===== config.mk =====
export PLATFORM = sky130hd
export DESIGN_NAME = twos_to_signmag
export DESIGN_NICKNAME = d
export VERILOG_FILES = /design/src/rtl/twos_to_signmag_pkg.sv /design/src/rtl/fa_cell.sv /design/src/rtl/negate_digit.sv /design/src/rtl/twos_to_signmag.sv
export SDC_FILE = /design/constraint.sdc
export NUM_CORES = 1
export LEC_CHECK = 0
export BUFFER_PORTS_ARGS = -buffer_cell sky130_fd_sc_hd__buf_2
export CORE_MARGIN = 2
export CORE_UTILIZATION = 30
export CTS_CLUSTER_SIZE = 30
export DETAILED_ROUTE_END_ITERATION = 6
export SKIP_LAST_GASP = 1
export SLEW_MARGIN = 40
export SYNTH_ARGS = -nofsm -noshare
export SYNTH_HDL_FRONTEND = slang
export SYNTH_SLANG_ARGS = --single-unit

===== constraint.sdc =====
create_clock -name clk -period 2.2 [get_ports clk]
set_clock_uncertainty 0.05 [all_clocks]
set_input_delay 0.22 -clock clk [delete_from_list [all_inputs] [get_ports clk]]
set_output_delay 0.22 -clock clk [all_outputs]
set_load 0.05 [all_outputs]

===== src/rtl/twos_to_signmag_pkg.sv =====
// Shared ALU definitions for the two's-complement to sign-magnitude converter:
// default operand/digit widths and the controller state encoding.
package twos_to_signmag_pkg;

  localparam int DEF_WIDTH   = 64;
  localparam int DEF_DIGIT_W = 8;

  typedef enum logic [1:0] {
    IDLE = 2'd0,
    BUSY = 2'd1,
    DONE = 2'd2
  } state_e;

endpackage


===== src/rtl/fa_cell.sv =====
// Full-adder cell wired to add an inverted operand bit to the incoming carry.
module fa_cell (
  input  logic a,
  input  logic c_in,
  output logic sum,
  output logic c_out
);

  assign sum   = ~a ^ c_in;
  assign c_out = ~a & c_in;

endmodule


===== src/rtl/negate_digit.sv =====
// Ripple of full-adder cells producing (~a) + c_in for one digit.
module negate_digit
  import twos_to_signmag_pkg::*;
#(
  parameter int DIGIT_W = DEF_DIGIT_W
) (
  input  logic [DIGIT_W-1:0] a,
  input  logic               c_in,
  output logic [DIGIT_W-1:0] sum,
  output logic               c_out
);

  logic [DIGIT_W:0] carry;

  assign carry[0] = c_in;
  assign c_out    = carry[DIGIT_W];

  for (genvar i = 0; i < DIGIT_W; i++) begin : g_cell
    fa_cell u_fa (
      .a    (a[i]),
      .c_in (carry[i]),
      .sum  (sum[i]),
      .c_out(carry[i+1])
    );
  end

endmodule


===== src/rtl/twos_to_signmag.sv =====
// Digit-serial two's-complement to sign-magnitude converter; one digit per
// cycle LSB first, fixed latency of WIDTH/DIGIT_W cycles, valid/ready on both sides.
module twos_to_signmag
  import twos_to_signmag_pkg::*;
#(
  parameter int WIDTH   = DEF_WIDTH,
  parameter int DIGIT_W = DEF_DIGIT_W
) (
  input  logic             clk,
  input  logic             rst_n,
  input  logic             in_valid,
  output logic             in_ready,
  input  logic [WIDTH-1:0] in_data,
  output logic             out_valid,
  input  logic             out_ready,
  output logic             out_sign,
  output logic [WIDTH-1:0] out_mag,
  output logic             out_ovf
);

  localparam int NDIG  = WIDTH / DIGIT_W;
  localparam int CNT_W = (NDIG > 1) ? $clog2(NDIG) : 1;

  state_e             state_q, state_d;
  logic [WIDTH-1:0]   operand_q, operand_d;
  logic [WIDTH-1:0]   result_q, result_d;
  logic               carry_q, carry_d;
  logic [CNT_W-1:0]   count_q, count_d;
  logic               sign_q, sign_d;

  logic [DIGIT_W-1:0] digit, negSum, digitRes;
  logic               negCout;
  logic [WIDTH-1:0]   digitExt;

  assign digit = operand_q[DIGIT_W-1:0];

  negate_digit #(.DIGIT_W(DIGIT_W)) u_neg (
    .a    (digit),
    .c_in (carry_q),
    .sum  (negSum),
    .c_out(negCout)
  );

  assign digitRes = sign_q ? negSum : digit;
  assign digitExt = WIDTH'(digitRes);

  always_comb begin
    state_d   = state_q;
    operand_d = operand_q;
    result_d  = result_q;
    carry_d   = carry_q;
    count_d   = count_q;
    sign_d    = sign_q;
    in_ready  = 1'b0;
    out_valid = 1'b0;
    case (state_q)
      IDLE: begin
        in_ready = 1'b1;
        if (in_valid) begin
          operand_d = in_data;
          sign_d    = in_data[WIDTH-1];
          count_d   = '0;
          carry_d   = 1'b1;
          state_d   = BUSY;
        end
      end
      BUSY: begin
        // New digit enters at the top so the result is aligned after NDIG shifts.
        operand_d = operand_q >> DIGIT_W;
        result_d  = (result_q >> DIGIT_W) | (digitExt << (WIDTH - DIGIT_W));
        if (sign_q) carry_d = negCout;
        count_d = count_q + CNT_W'(1);
        if (count_q == CNT_W'(NDIG - 1)) state_d = DONE;
      end
      DONE: begin
        out_valid = 1'b1;
        if (out_ready) state_d = IDLE;
      end
      default: state_d = IDLE;
    endcase
  end

  always_ff @(posedge clk) begin
    if (!rst_n) begin
      state_q   <= IDLE;
      operand_q <= '0;
      result_q  <= '0;
      carry_q   <= 1'b0;
      count_q   <= '0;
      sign_q    <= 1'b0;
    end else begin
      state_q   <= state_d;
      operand_q <= operand_d;
      result_q  <= result_d;
      carry_q   <= carry_d;
      count_q   <= count_d;
      sign_q    <= sign_d;
    end
  end

  assign out_sign = sign_q;
  assign out_mag  = result_q;
  assign out_ovf  = sign_q & result_q[WIDTH-1];

endmodule

==> impl_metrics.csv <==
group,metric,value,unit
grt,grt_antenna_before_repair,0,
cells_and_area,layout_nets,807,
placement,routabilityCongestion,0.743,
power_and_ir_drop,sw_frac_of_total,26.9,%
floorplanning,initial_utilization,30.7,%
timing,hold_viol_final,0,
cells_and_area,final_cell_mix,"sky130_fd_sc_hd__nand2_1 (190), sky130_fd_sc_hd__buf_2 (134), sky130_fd_sc_hd__dfxtp_1 (133), sky130_fd_sc_hd__mux2i_1 (57), sky130_fd_sc_hd__o211a_1 (57)",
timing,final-max-slew-violation-count,0,
cells_and_area,finish.instance_area,7310,sq um
route,drt_first_iter_violations,241,
timing,finalSetupViolations,0,
clocking,cts_tree,"yes",
synth,synth_top_cell_area_share,47.0,%
min_path,worst_hold_path_class,"primary input to flip-flop",
power_and_ir_drop,p_leak,3.54,nW
grt,grtUsageTotal,13.5,%
floorplanning,core,18800,sq um
worst_setup_path,arrival_time_at_the_worst_endpoint,2.44,ns
cells_and_area,nFillCells,1934,
timing,timing.max_slew.rel_slack,46.1,%
grt,first_global_vias,4207,
grt,first_pass_grt_wire_length,21800,um
floorplanning,io_pins,136,
timing,worstMarginPinSlew,0.806,ns
cells_and_area,antennaDiodeCount,0,
worst_setup_path,critPathRequiredTime,2.51,ns
clocking,cts-buffers-inserted,17,
clocking,clock_tree.buffer_depth,2,
timing,final.period_utilization,96.9,%
power_and_ir_drop,reg_power_share,42.1,%
synth,synth_area_leaders,"sky130_fd_sc_hd__dfxtp_1 (47%), sky130_fd_sc_hd__nand2_1 (12%), sky130_fd_sc_hd__mux2i_1 (9.9%), sky130_fd_sc_hd__o211a_1 (9.9%), sky130_fd_sc_hd__a21boi_1 (4.6%)",
route,postRouteAntennaNets,0,
power_and_ir_drop,cellInternalPower,0.00462,W
route,totalWireLength,13700,um
route,number_of_drc_violations_after_detailed_routing,0,
route,route.detailed.vias_per_inst,4.64,
clocking,worstSkewPairLatency,0.41,ns
clocking,ctsRootBufferMaster,"sky130_fd_sc_hd__clkbuf_16",
synth,netlist-cell-type-count,27,
worst_setup_path,r2r.worst_path.cells,12,
worst_setup_path,rr_endpoint,"out_mag[63]",
timing,fin_tns_setup,0,ns
floorplanning,die_area,20300,sq um
route,drt_first_pass_iters,5,
power_and_ir_drop,comb_power_share,12.5,%
floorplanning,fp.dieH,142,um
clocking,htreeDepth,4,
worst_setup_path,critical_path.max_fanout,2,
worst_setup_path,ff_to_ff_start,"operand_q[0]",
flow_run,maxCapViolCount,0,
grt,largest_net_degree_at_the_start_of_global_routing,119,
worst_setup_path,cp-start-kind,"flip-flop",
worst_setup_path,worst-setup-path-type,"flip-flop to flip-flop",
cells_and_area,mostFrequentLayoutCell,"sky130_fd_sc_hd__nand2_1",
worst_setup_path,setup.reg_to_reg.worst_slack,0.07,ns
floorplanning,placement_rows,50,
power_and_ir_drop,peakVddDrop,510,uV
placement,dpl-instance-area,6650,sq um
worst_setup_path,worst_setup_path_end_kind,"flip-flop",
cells_and_area,final_layout_size_suffix_gt1_share,26.0,%
cells_and_area,syn_to_final_growth,27.0,%
synth,synth.avg_cell_area,9.31,sq um
run_status,status,"finished clean",
synth,yosysTopAreaCell,"sky130_fd_sc_hd__dfxtp_1",
power_and_ir_drop,p_switching,0.00170,W
placement,place_inst,944,
floorplanning,die-width,142,um
synth,ys_ff_latch,135,
power_and_ir_drop,design_power,0.00632,W
clocking,clkSlewWorstSetupHoldPaths,0.06,ns
synth,syn-num-nets,696,
placement,hpwlAfterDp,8850,um
route,dr_total_vias,4525,
synth,synthCells,618,
cells_and_area,stdcell_count,976,
placement,port_buffers,135,
synth,synth_area,5750,sq um
timing,finalWorstPathRequiredPeriod,2.13,ns
timing,fmax,0.469,GHz
grt,grt_remaining_overflow,0,
worst_setup_path,crit_path_start,"operand_q[0]",
worst_setup_path,cp-endpoint,"out_mag[63]",
synth,seq_area_frac_synth,47.0,%
power_and_ir_drop,clkPwrFrac,45.4,%
cells_and_area,post_layout_util,38.9,%
synth,synth_warnings,0,
clocking,clock-sinks,135,
power_and_ir_drop,power.density,865,nW/um^2
route,post_drt_wl_per_cell,14.0,um
==> cells by family after synthesis <==
kind of cell,share of synthesized area [%]
simple gates,15.4
compound gates,20.4
flops,47.0
buf+inv,5.11
mux,9.92
fa+ha+maj,2.17
==> worst max-delay path, cell delays in order (launching register included) <==
cell and delay (ns):
sky130_fd_sc_hd__dfxtp_2 0.32, sky130_fd_sc_hd__inv_2 0.03, sky130_fd_sc_hd__ha_2 0.16, sky130_fd_sc_hd__ha_2 0.19
sky130_fd_sc_hd__ha_4 0.17, sky130_fd_sc_hd__ha_4 0.16, sky130_fd_sc_hd__ha_4 0.16, sky130_fd_sc_hd__ha_4 0.16
sky130_fd_sc_hd__ha_4 0.16, sky130_fd_sc_hd__ha_4 0.25, sky130_fd_sc_hd__nand2_1 0.04, sky130_fd_sc_hd__o211ai_1 0.08
sky130_fd_sc_hd__o211a_1 0.16
==> Yosys cell counts (all sizes together) <==
library cell	number
nand3	2
clkbuf	21
mux2i	57
nor2b	10
o211ai	8
nand2b	1
inv	9
o21bai	1
and2	3
ha	10
buf	32
nor2	1
or3b	1
a22oi	8
nand2	190
dfxtp	135
nor3b	1
o21ai	1
o211a	57
a211o	1
and3	8
a21boi	60
o21ba	1
==> what timing repair did <==
action | in CTS | in global routing
setup buffers | 0 | 0
endpoints found under the setup margin | 1 | 1
hold buffers | 0 | 0
gates resized for setup | 4 | 4
pin swaps | 1 | 0
==> sequential cells by signal, summed over array words and instances, names as in the netlist <==
register / count
carry_q: 1
out_sign: 1
operand_q: 64
count_q: 3
out_mag: 64
state_q: 2
==> layout make-up <==
type                    count  area, sq um  share of cell area, %
inverters                   9         33.8                  0.462
clock buffers              18          429                   5.87
clock inverters            14          163                   2.23
flip-flops and latches    135         2710                   37.0
well taps                 234          293                   4.01
multi-input cells         421         2850                   39.1
repair buffers            145          828                   11.3
==> power by group through the flow <==
stage / sequential, W / clock, W / combinational [W]
5_1_grt: 0.00268 / 0.00305 / 0.000875
3_5_place_dp: 0.00272 / 0 / 0.000775
6_report: 0.00266 / 0.00287 / 0.000789
4_1_cts: 0.00266 / 0.00295 / 0.000783
3_3_place_gp: 0.00271 / 0 / 0.000772
2_1_floorplan: 0.00276 / 0 / 0.000506
==> stage by stage <==
step           hold WS (ns)  setup slack, ns
2_1_floorplan         0.332         0.000695
3_3_place_gp          0.398          -0.0647
3_5_place_dp          0.404          -0.0809
4_1_cts             0.00291          0.00208
5_1_grt              0.0123          -0.0117
6_report             0.0191           0.0692
==> worst min path at each step <==
stage | slack [ns] | endpoint | depth (start not counted) | startpoint
after detailed placement | 0.40 | out_mag[3] | 2 | out_mag[3]
after global placement | 0.40 | out_mag[2] | 2 | out_mag[2]
after CTS | 0.003 | operand_q[62] | 3 | in_data[62]
final | 0.02 | operand_q[62] | 3 | in_data[62]
after global routing | 0.01 | operand_q[62] | 3 | in_data[62]
after floorplan | 0.33 | operand_q[63] | 2 | in_data[63]
==> layer usage <==
| metal | part of all wire [%] | GRT usage [%] |
|---|---|---|
| met5 | 0 | 0 |
| met4 | 1.6 | 5.52 |
| met3 | 3.1 | 3.23 |
| met2 | 45 | 20.6 |
| met1 | 50 | 18.3 |
Power figures use the tool's default switching activity.
